File: src/rtl/transpose_pp.sv
// Ping-pong N x N bit-matrix transposer.
// Rows stream into one bank while the other bank streams out as columns.
// Only control state is reset; bank contents are never cleared.
module transpose_pp #(
  parameter int N = 32
) (
  input  logic         clk,
  input  logic         rst,
  input  logic [N-1:0] data_i,
  input  logic         valid_i,
  output logic         ready_o,
  output logic [N-1:0] data_o,
  output logic         valid_o,
  input  logic         ready_i,
  output logic         last_o
);

  localparam int            CW   = (N > 1) ? $clog2(N) : 1;
  localparam logic [CW-1:0] LAST = CW'(N - 1);

  logic [N-1:0]  mem_q [2][N];
  logic [N-1:0]  mem_d [2][N];
  logic          wr_sel_q, wr_sel_d;
  logic          rd_sel_q, rd_sel_d;
  logic [CW-1:0] wr_cnt_q, wr_cnt_d;
  logic [CW-1:0] rd_cnt_q, rd_cnt_d;
  logic [1:0]    full_q, full_d;

  logic wr_fire;
  logic rd_fire;

  // Handshake flags; both are forced low while reset is asserted.
  always_comb begin
    ready_o = !rst && !full_q[wr_sel_q];
    valid_o = !rst && full_q[rd_sel_q];
    wr_fire = valid_i && ready_o;
    rd_fire = valid_o && ready_i;
  end

  // Next-state for counters, bank selects and full flags. A write and a
  // read can never target the same bank in one cycle (write needs the
  // bank empty, read needs it full), so both full-flag updates may apply.
  always_comb begin
    wr_sel_d = wr_sel_q;
    rd_sel_d = rd_sel_q;
    wr_cnt_d = wr_cnt_q;
    rd_cnt_d = rd_cnt_q;
    full_d   = full_q;
    if (wr_fire) begin
      if (wr_cnt_q == LAST) begin
        wr_cnt_d         = '0;
        full_d[wr_sel_q] = 1'b1;
        wr_sel_d         = !wr_sel_q;
      end else begin
        wr_cnt_d = wr_cnt_q + 1'b1;
      end
    end
    if (rd_fire) begin
      if (rd_cnt_q == LAST) begin
        rd_cnt_d         = '0;
        full_d[rd_sel_q] = 1'b0;
        rd_sel_d         = !rd_sel_q;
      end else begin
        rd_cnt_d = rd_cnt_q + 1'b1;
      end
    end
  end

  // Control registers with synchronous reset.
  always_ff @(posedge clk) begin
    if (rst) begin
      wr_sel_q <= 1'b0;
      rd_sel_q <= 1'b0;
      wr_cnt_q <= '0;
      rd_cnt_q <= '0;
      full_q   <= '0;
    end else begin
      wr_sel_q <= wr_sel_d;
      rd_sel_q <= rd_sel_d;
      wr_cnt_q <= wr_cnt_d;
      rd_cnt_q <= rd_cnt_d;
      full_q   <= full_d;
    end
  end

  // Bank write: accepted row lands in row wr_cnt of the write bank.
  always_comb begin
    mem_d = mem_q;
    if (wr_fire) begin
      mem_d[wr_sel_q][wr_cnt_q] = data_i;
    end
  end

  // Bank storage, intentionally not reset.
  always_ff @(posedge clk) begin
    mem_q <= mem_d;
  end

  // Column read: bit k of the output is bit rd_cnt of row k.
  always_comb begin
    data_o = '0;
    if (valid_o) begin
      for (int k = 0; k < N; k++) begin
        data_o[k] = mem_q[rd_sel_q][k][rd_cnt_q];
      end
    end
    last_o = valid_o && (rd_cnt_q == LAST);
  end

endmodule

File: config.mk
export PLATFORM = sky130hd
export DESIGN_NAME = transpose_pp
export DESIGN_NICKNAME = d
export VERILOG_FILES = /design/src/rtl/transpose_pp.sv
export SDC_FILE = /design/constraint.sdc
export NUM_CORES = 2
export LEC_CHECK = 0
export ABC_AREA = 1
export BUFFER_PORTS_ARGS = -buffer_cell sky130_fd_sc_hd__buf_2
export CAP_MARGIN = 15
export CORE_UTILIZATION = 55
export DETAILED_ROUTE_END_ITERATION = 7
export PLACE_DENSITY_LB_ADDON = 0.1
export SYNTH_ARGS = -nofsm -noshare
export SYNTH_HDL_FRONTEND = slang
export SYNTH_SLANG_ARGS = --single-unit
File: constraint.sdc
create_clock -name clk -period 3.4 [get_ports clk]
set_input_delay 0.34 -clock clk [delete_from_list [all_inputs] [get_ports clk]]
set_output_delay 0.34 -clock clk [all_outputs]
set_load 0.005 [all_outputs]
==> summary.txt <==
Critical path
  – Critical path depth: 13
  – Reg2Reg Setup Slack: 420 ps
  – R2R Path Start: wr_sel_q
  – Crit path top cell by count: nand3_1
  – Worst setup SP type: register
  – Crit. End Element: primary output
  – Critical Path Max Stage Delay: between 500 and 600 ps
  – Buf/Inv on CP: 5
  – Worst EP arrival: 3030 ps
  – Delay-heaviest family, CP: buffers and inverters
  – Slowest-stage cell, CP: dfxtp_4
  – Critical Path RT: 3060 ps
  – Crit path max fanout: between 40 and 50
  – Worst reg2reg path depth: 8
  – Crit path cell chain: clkinv_16, buf_16, buf_12, nand2_1, nand3_1, nand3_1, nand3_1, nand3_1, nand3_1, nand2_1, nor2_1, buf_4, buf_2
  – Reg2reg end: mem_q[1091]
  – Crit Path Class: register to primary output

Run
  – MaxCap Viol Count: 0

Clock network
  – TritonCTS Buffers: 205
  – Clk sink count: 2,062
  – Clock transition at path regs: 60 ps
  – H-tree depth: 4
  – Skew-Pair Late Insertion Delay: 820 ps
  – CTS Buffer Depth: 3
  – CTS tree: built
  – Clock root buffer: clkbuf_16

Placed design
  – Placed instance area: slightly below 90,000 sq um
  – I/O Buffers: 70
  – GPL Wtd Cong: between 0.7 and 0.8
  – Dpl ws: a little over 400 ps
  – Post-DP HPWL: 113.6 mm

Global route
  – GRT Util Overall: 30.79%
  – Pin count of the biggest net entering global routing: 102
  – First-pass GRT wire length: approximately 340 mm
  – GR Overflow Total: 0
  – Initial antenna violation count: 17
  – Number of global-route vias before repair: 52,200

Timing
  – Max Fclk: 0.2964 GHz
  – Final Slew Violations: 0
  – Period utilisation layout: approximately 100%
  – Least-Margin Pin Slew: 1186 ps
  – Clk_skew: 28.18 ps
  – RSZ-0062 raised after global routing: yes
  – Fin crit period: around 3400 ps
  – Fin. Hold Viols: 0
  – Final setup violation count: 0
  – Final WS setup: 26.67 ps
  – Slew headroom: a little over a fifth

Floorplanning
  – Row count: between 100 and 150
  – I/O pin cnt: a little over 70
  – Initial Utilization: a little under three fifths
  – Die Ht: 390.0 microns
  – Die Span X: a little under 400 microns
  – Core area: 149,600 sq um
  – DIE AREA: 152,100 sq um

Hold path
  – Hold endpoint: mem_q[408]
  – Worst hold stages: 1
  – Min-delay src: data_i[24]
  – Min-delay worst type: primary input to register

Cells and area
  – Final Cell Area: 94,800 sq um
  – Multi-input gate area: 19,300 sq um
  – Synth-to-layout area growth: 14.51%
  – FILL cells: 11,330
  – Layout cells sized above 1: 10.49%
  – Storage cell area: 61,800 sq um
  – Post-layout net count: 7,081

Drt
  – # DRC: 0
  – 1st-pass router iterations: 6
  – Vias: 55,640
  – Wire per inst: between 20 and 30 microns
  – Via density: 6.031
  – DRT Wirelength: about 240 mm
  – Routed Antenna Nets: 0
  – Initial DRC count: around 6,700

Yosys
  – Post-synth top area share: 74.29%
  – Ys async rst share: 0%
  – Main flop type after synthesis: edfxtp_1
  – Post-synth cell types: 23
  – Synthesized area: 82,790 sq um
  – Total number of yosys warnings: 0
  – Ranking of synthesized cells by area: edfxtp_1 74%, nand3_1 11%, nand2_1 10%, buf_2 1.3%, nor2_1 0.91%
  – Mapped Nets: 6,949
  – Sequential area share after synthesis: 74.62%
  – Synth area leader: edfxtp_1
  – Commonest cells post-synth: 2,257 x nand2_1, 2,048 x edfxtp_1, 1,757 x nand3_1
  – Seq cells post-synth: 2,062
  – Most numerous cell in the Yosys netlist: nand2_1
  – Post-Synthesis Cells: ~6,900
  – Syn_area_per_cell: 11.99 sq um
  – Post-synth EDFFs: 2,048

Outcome
  – Status: finished, final reports clean

Power
  – Tot Pwr: approximately 51 mW
  – Peak VDD IR: 0.5646 mV
  – Leakage power: 33.32 nW
  – PD cells: between 500 and 600 nW/um^2
==> where the power goes <==
group          internal (mW)  total, mW  switching (mW)
Clock                   12.3       21.7            9.40
Combinational          0.114      0.951           0.837
Sequential              28.0       28.0          0.0113
Total                   40.4       50.7            10.3
==> layer usage <==
layer / part of all wire (%) / up-vias / wire (microns) / GRT usage [%]
met5: 0 / - / 0 / 0
met1: 41 / 27590 / 98160 / 44.70
li1: - / 24820 / - / -
met4: 2.4 / 0 / 5655 / 8.777
met3: 9.6 / 364 / 23010 / 4.282
met2: 47 / 2866 / 111700 / 48.94
==> cell families after synthesis <==
kind of cell / Yosys count / synth area share (%)
compound gates: 125 / 0.7935
flops: 2062 / 74.62
simple gates: 4229 / 21.86
buf+inv: 482 / 2.604
fa+ha+maj: 7 / 0.1058
xor+xnor: 1 / 0.01058
==> how the worst max path moves through the flow <==
stage	from	to	slack [ps]
2_1_floorplan	rst	mem_q[1000]	340
3_3_place_gp	rst	mem_q[1669]	460
3_5_place_dp	rst	mem_q[1091]	400
4_1_cts	rd_cnt_q[0]	data_o[23]	0.8
5_1_grt	rd_sel_q	data_o[22]	-80
6_report	rd_sel_q	data_o[22]	30
==> sequential cells by signal, summed over array words and instances, names as in the netlist <==
name      count
full_q        2
mem_q      2048
rd_cnt_q      5
rd_sel_q      1
wr_cnt_q      5
wr_sel_q      1
==> metrics by stage <==
step                utilization, %  hold WS (ps)  setup TNS (ps)  std cells
CTS                          62.91         28.27               0       9195
detailed placement           58.11         492.0               0       8784
floorplan                        -         419.3               0       6906
global route                 63.36         38.75          -364.1       9222
global placement             58.11         494.7               0       8784
finish                       63.37         55.43               0       9226
==> cells in the final DEF, fill, tap and decap left out, types with 3 or more instances in the layout <==
cell	Yosys	layout
nand2_1	2257	2254
edfxtp_1	2048	2048
nand3_1	1757	1755
clkbuf_16	0	229
buf_4	20	209
nor2_1	200	115
buf_12	0	72
clkinv_1	1	62
nor2_2	0	52
o21ai_0	50	50
clkbuf_1	155	45
a21oi_1	44	40
buf_2	211	38
nor2_4	0	33
clkinv_2	0	31
buf_16	0	24
o22ai_1	23	23
inv_1	17	14
bufinv_16	0	13
nor3_1	13	12
buf_6	1	10
dfxtp_1	14	8
ha_1	7	7
dlygate4sd3_1	0	7
o21ai_1	6	6
clkinvlp_4	0	6
dfxtp_4	0	6
inv_6	0	5
diode_2	0	4
bufbuf_16	0	4
inv_2	5	3
==> worst register-to-register path, stage by stage, from the launching register on <==
cell	delay, ps
dfxtp_1	410
inv_1	120
a21oi_1	260
nand2_1	290
inv_2	240
nand2_4	370
buf_12	370
nor2_2	120
buf_4	410
==> layout make-up <==
type,instances,area share [%]
diodes,4,0.01056
clock buffers,258,5.801
clock inverters,117,0.9318
inverters,23,0.1676
multi-input cells,4362,20.36
flip-flops and latches,2062,65.19
well taps,2016,2.661
repair buffers,382,4.857
repair inverters,2,0.02112
==> what timing repair did <==
action,CTS,global route
pin swaps,0,4
gates resized for setup,40,41
hold endpoints to repair,64,0
buffers inserted,17,11
cloned,12,17
setup endpoints to repair,33,31
hold buffers,7,0
Note: power is estimated with default switching activity, not from simulation.
